`config.mk`:
```
export PLATFORM = sky130hd
export DESIGN_NAME = instruction_fetch
export DESIGN_NICKNAME = d
export VERILOG_FILES = /design/src/rtl/instruction_fetch_pkg.sv /design/src/rtl/fetch_skid_buffer.sv /design/src/rtl/instruction_fetch.sv
export SDC_FILE = /design/constraint.sdc
export NUM_CORES = 1
export LEC_CHECK = 0
export ABC_AREA = 0
export CAP_MARGIN = 20
export CORE_ASPECT_RATIO = 2
export CORE_UTILIZATION = 47
export CTS_CLUSTER_DIAMETER = 150
export DETAILED_ROUTE_END_ITERATION = 10
export PLACE_DENSITY = 0.77
export SYNTH_ARGS = -nofsm -noshare
export SYNTH_HDL_FRONTEND = slang
export SYNTH_SLANG_ARGS = --single-unit
```
`constraint.sdc`:
```
create_clock -name clk -period 1.8 [get_ports clk]
set_input_delay 0.36 -clock clk [delete_from_list [all_inputs] [get_ports clk]]
set_output_delay 0.36 -clock clk [all_outputs]
set_load 0.01 [all_outputs]
```
`src/rtl/instruction_fetch_pkg.sv`:
```
// Shared uDLX fetch constants and the per-cycle fetch action encoding.
package instruction_fetch_pkg;

   localparam int unsigned PC_WIDTH_DEFAULT          = 20;
   localparam int unsigned INSTRUCTION_WIDTH_DEFAULT = 32;

   localparam logic [31:0] NOP_INSTRUCTION  = 32'h0000_0000;
   localparam logic [19:0] RESET_PC_DEFAULT = 20'h0_0000;

   // What the fetch stage does this cycle; kill outranks hold.
   typedef enum logic [1:0] {
      ACT_NORMAL = 2'd0,
      ACT_HOLD   = 2'd1,
      ACT_KILL   = 2'd2
   } fetch_act_e;

   function automatic fetch_act_e decode_act(input logic hold, input logic kill);
      if (kill)      return ACT_KILL;
      else if (hold) return ACT_HOLD;
      else           return ACT_NORMAL;
   endfunction

endpackage

```
`src/rtl/fetch_skid_buffer.sv`:
```
// One-entry {instruction, pc} holding register that catches a word returning during a hold.
module fetch_skid_buffer
   import instruction_fetch_pkg::*;
#(
   parameter int unsigned IW = INSTRUCTION_WIDTH_DEFAULT,
   parameter int unsigned PW = PC_WIDTH_DEFAULT
) (
   input  logic          clk,
   input  logic          rst_n,
   input  logic          i_load,
   input  logic          i_drain,
   input  logic          i_clear,
   input  logic [IW-1:0] i_instr,
   input  logic [PW-1:0] i_pc,
   output logic          o_valid,
   output logic [IW-1:0] o_instr,
   output logic [PW-1:0] o_pc
);

   logic          r_valid;
   logic [IW-1:0] r_instr;
   logic [PW-1:0] r_pc;

   always_ff @(posedge clk or negedge rst_n) begin
      if (!rst_n) begin
         r_valid <= 1'b0;
         r_instr <= '0;
         r_pc    <= '0;
      end else if (i_clear) begin
         r_valid <= 1'b0;
      end else if (i_load) begin
         r_valid <= 1'b1;
         r_instr <= i_instr;
         r_pc    <= i_pc;
      end else if (i_drain) begin
         r_valid <= 1'b0;
      end
   end

   assign o_valid = r_valid;
   assign o_instr = r_instr;
   assign o_pc    = r_pc;

endmodule

```
`src/rtl/instruction_fetch.sv`:
```
// uDLX fetch stage: PC, synchronous instruction-memory request and IF/ID register with skid.
module instruction_fetch
   import instruction_fetch_pkg::*;
#(
   parameter int unsigned           PC_WIDTH          = PC_WIDTH_DEFAULT,
   parameter int unsigned           INSTRUCTION_WIDTH = INSTRUCTION_WIDTH_DEFAULT,
   parameter logic [PC_WIDTH-1:0]   RESET_PC          = PC_WIDTH'(RESET_PC_DEFAULT)
) (
   input  logic                         clk,
   input  logic                         rst_n,
   input  logic                         rd_inst_ena_in,
   input  logic                         stall_in,
   input  logic                         flush_in,
   input  logic                         select_new_pc_in,
   input  logic [PC_WIDTH-1:0]          new_pc_in,
   output logic [PC_WIDTH-1:0]          inst_mem_addr_out,
   output logic                         inst_mem_rd_en_out,
   input  logic [INSTRUCTION_WIDTH-1:0] inst_mem_data_in,
   output logic [INSTRUCTION_WIDTH-1:0] instruction_out,
   output logic [PC_WIDTH-1:0]          pc_out,
   output logic                         inst_valid_out
);

   localparam logic [INSTRUCTION_WIDTH-1:0] NOP = INSTRUCTION_WIDTH'(NOP_INSTRUCTION);

   logic [PC_WIDTH-1:0]          r_pc;
   logic                         r_pending;
   logic [PC_WIDTH-1:0]          r_pending_pc;
   logic [INSTRUCTION_WIDTH-1:0] r_instr;
   logic [PC_WIDTH-1:0]          r_pc_out;
   logic                         r_valid;

   fetch_act_e                   w_act;
   logic [PC_WIDTH-1:0]          w_pc_inc;
   logic                         w_skid_valid;
   logic [INSTRUCTION_WIDTH-1:0] w_skid_instr;
   logic [PC_WIDTH-1:0]          w_skid_pc;

   always_comb begin
      w_act    = ACT_NORMAL;
      w_act    = decode_act(stall_in | ~rd_inst_ena_in, flush_in | select_new_pc_in);
      w_pc_inc = PC_WIDTH'(r_pc + PC_WIDTH'(1));
   end

   // Request is gated by reset so nothing is issued while the stage is held in reset.
   assign inst_mem_rd_en_out = rst_n & (w_act == ACT_NORMAL);
   assign inst_mem_addr_out  = r_pc;

   fetch_skid_buffer #(
      .IW (INSTRUCTION_WIDTH),
      .PW (PC_WIDTH)
   ) u_skid (
      .clk     (clk),
      .rst_n   (rst_n),
      .i_load  ((w_act == ACT_HOLD) & r_pending),
      .i_drain ((w_act == ACT_NORMAL) & w_skid_valid),
      .i_clear (w_act == ACT_KILL),
      .i_instr (inst_mem_data_in),
      .i_pc    (r_pending_pc),
      .o_valid (w_skid_valid),
      .o_instr (w_skid_instr),
      .o_pc    (w_skid_pc)
   );

   always_ff @(posedge clk or negedge rst_n) begin
      if (!rst_n) begin
         r_pc         <= RESET_PC;
         r_pending    <= 1'b0;
         r_pending_pc <= '0;
         r_instr      <= NOP;
         r_pc_out     <= '0;
         r_valid      <= 1'b0;
      end else begin
         case (w_act)
            ACT_KILL: begin
               if (select_new_pc_in) r_pc <= new_pc_in;
               r_pending <= 1'b0;
               r_instr   <= NOP;
               r_valid   <= 1'b0;
            end
            ACT_HOLD: begin
               r_pending <= 1'b0;
            end
            ACT_NORMAL: begin
               r_pc         <= w_pc_inc;
               r_pending    <= 1'b1;
               r_pending_pc <= w_pc_inc;
               // Skid word is older than any returning data, so it drains first.
               if (w_skid_valid) begin
                  r_instr  <= w_skid_instr;
                  r_pc_out <= w_skid_pc;
                  r_valid  <= 1'b1;
               end else if (r_pending) begin
                  r_instr  <= inst_mem_data_in;
                  r_pc_out <= r_pending_pc;
                  r_valid  <= 1'b1;
               end else begin
                  r_instr  <= NOP;
                  r_valid  <= 1'b0;
               end
            end
            default: begin
               r_pending <= 1'b0;
            end
         endcase
      end
   end

   assign instruction_out = r_instr;
   assign pc_out          = r_pc_out;
   assign inst_valid_out  = r_valid;

endmodule
```
==> flow_metrics.tcl <==
set metrics [dict create \
    hold_viol_final 0 \
    start_kind "flip-flop" \
    post-synth-top-count-cell "dfrtp_1" \
    drt-total-wl_um 16200 \
    gp_congestion 0.949 \
    peakVddDrop_v 0.000602 \
    grt.total_usage 0.236 \
    cts.sinks 147 \
    powerDensity_nw_per_um2 988 \
    htree_num_levels 4 \
    grt-ovfl-total 0 \
    viasPerCell 5.73 \
    cts.clk_slew.worst_paths_ps 60 \
    synthFlopType "dfrtp_1" \
    ys_warn_count 0 \
    postSynthCellCount 595 \
    io_buffer_count 131 \
    grt_max_degree 148 \
    antennaDiodeCount 0 \
    leakage_nw 3.91 \
    die_y_um 169 \
    vias 5293 \
    clockBufferDepth 2 \
    synth_top_area_share 0.564 \
    finalSetupViolCount 0 \
    chipWidth_um 85.3 \
    synth_top_area_cell "dfrtp_1" \
    worstSetupPathType "flip-flop to output pin" \
    fin_skew_ps 7.56 \
    arrival_ps 1410 \
    wl_per_cell_um 17.6 \
    path_buf_inv 1 \
    ys_ff_latch 147 \
    setup_ws_ps 32.2 \
    worstMarginPinSlew_ps 829 \
    seq_area_frac_synth 0.564 \
    syn_avg_cell_area_um2 11.0 \
    rsz0062_at_grt "true" \
    crit_family "buffers and inverters" \
    synthTopCellsByArea "dfrtp_1 (56%), mux2_2 (9.0%), o21ai_0 (5.8%), nand2_1 (5.5%), mux2i_1 (3.7%)" \
    cp_max_fo 5 \
    ant_nets 0 \
    syn2layout_area_growth_pct 38.1 \
    cts-buffers-inserted 17 \
    hold_class "input pin to async pin" \
    drc 0 \
    slew_headroom 0.447 \
    fmax_mhz 566 \
    min_period_ps 1770 \
    cts_tree "built" \
    cts_hold_buf 0 \
    syn-cell-area_um2 6520 \
    place_ws_ps -950 \
    finalMaxSlewViolations 0 \
    finalCritPeriodShare 0.982 \
    final_core_util 0.666 \
    regToRegSetupSlack_ps 40 \
    root_buffer "clkbuf_16" \
    num_rows 60 \
    dpl.hpwl_um 11200 \
    first_pass_iters 5 \
    initial_utilization 0.482 \
    critical_path.cell_chain "clkdlybuf4s50_1" \
    fin_nets 814 \
    cp-end-kind "output pin" \
    clock_latency_ps 410 \
    grt_antenna_before_repair 0 \
    synth_edf_count 0 \
    die-area_um2 14400 \
    drt-initial-drc-count 304 \
    grt_pass1_wl_um 26400 \
    ys_types 53 \
    cpMaxStageDelayCell "clkdlybuf4s50_1" \
    outcome "completed" \
    syn-num-nets 654 \
    async_flop_share 1.00 \
    core_um2 13500 \
    grt_pass1_vias 5519 \
    synth_commonest_cells "dfrtp_1 (147), nand2_1 (96), o21ai_0 (76)" \
    cp.required_ps 1440 \
    critPathMaxStageDelay_ps 570 \
    cap_viol_max_count 0 \
    drive_above_1_share 0.215 \
    io_pins 132 \
]
-- registers in the layout, indices dropped and copies added (netlist names) --
name	cells
pc_out	20
r_pending	1
inst_mem_addr_out	20
u_skid.o_instr	32
instruction_out	32
u_skid.o_valid	1
inst_valid_out	1
r_pending_pc	20
u_skid.o_pc	20
-- layout by cell type, fill, tap and decap left out, types with 9 or more instances in the layout --
cell type and n:
clkdlybuf4s50_1 109, mux2_2 52, dfrtp_1 143, mux2i_1 24, a22oi_1 32, xnor2_1 11, nand3_1 9, o21ai_0 76
nand2_1 95, buf_4 50, nor2_1 12, dlygate4sd2_1 16, clkbuf_16 17
-- metrics by stage --
stage | hold WS (ps) | instance area [um2] | total power (W) | TNS, ps | instances
floorplan | 64.4 | 6590 | 0.00453 | -121 | 595
detailed placement | 467 | 8270 | 0.00516 | -69420 | 885
finish | 8.51 | 9000 | 0.00889 | 0 | 923
global route | 126 | 9000 | 0.00926 | -184 | 923
CTS | 103 | 8960 | 0.00893 | 0 | 923
global placement | 460 | 8270 | 0.00508 | -65890 | 885
-- where the power goes --
| group | switching [W] | internal [W] | leakage [nW] | total [W] |
|---|---|---|---|---|
| Sequential | 0.000259 | 0.00369 | 1.94 | 0.00395 |
| Combinational | 0.000540 | 0.000632 | 1.66 | 0.00117 |
| Clock | 0.00130 | 0.00246 | 0.309 | 0.00376 |
| Total | 0.00210 | 0.00679 | 3.91 | 0.00889 |
-- per-layer routing --
| layer | vias up | part of all wire | GRT usage |
|---|---|---|---|
| met5 | - | 0 | 0 |
| li1 | 2454 | - | - |
| met1 | 2614 | 0.37 | 0.250 |
| met3 | 40 | 0.043 | 0.0449 |
| met2 | 185 | 0.56 | 0.442 |
| met4 | 0 | 0.031 | 0.111 |
-- what timing repair did --
| item | in CTS | in global routing |
|---|---|---|
| pin swaps | 2 | 1 |
| hold endpoints to repair | 0 | 0 |
| endpoints found under the setup margin | 88 | 24 |
| buffers inserted | 6 | 0 |
| gates resized for setup | 32 | 16 |
-- cell type report --
class                   instances  area [um2]
flip-flops and latches        147        3680
clock buffers                  23         488
clock inverters                 9         150
multi-input cells             398        2700
inverters                       5        21.3
fillers                      1048        4510
well taps                     155         194
repair buffers                186        1760
-- final timing paths --
path | startpoint | end | depth (start not counted)
setup / recovery | inst_mem_addr_out[19]$_DFFE_PN0P_ | inst_mem_addr_out[19] | 1
hold / removal | rst_n | inst_mem_addr_out[7]$_DFFE_PN0P_ | 2
setup reg to reg | inst_mem_addr_out[0]$_DFFE_PN0P_ | r_pending_pc[19]$_DFFE_PN0P_ | 5
hold reg to reg | instruction_out[21]$_DFFE_PN0P_ | instruction_out[21]$_DFFE_PN0P_ | 2
max in group asynchronous | rst_n | inst_mem_addr_out[18]$_DFFE_PN0P_ | 2
min in group clk | instruction_out[21]$_DFFE_PN0P_ | instruction_out[21]$_DFFE_PN0P_ | 2
-- cell families (layout without fill, tap and decap cells) --
| group | count (synthesis) | count (layout) | share of synthesized area |
|---|---|---|---|
| and+or+nand+nor | 164 | 164 | 0.118 |
| DFF | 147 | 147 | 0.564 |
| AOI/OAI and AO/OA | 142 | 142 | 0.136 |
| muxes | 76 | 76 | 0.127 |
| buffers and inverters | 50 | 223 | 0.0332 |
| xor gates and xnor gates | 15 | 15 | 0.0202 |
| adders and majority gates | 1 | 1 | 0.00192 |
Note: power is estimated with default switching activity, not from simulation.
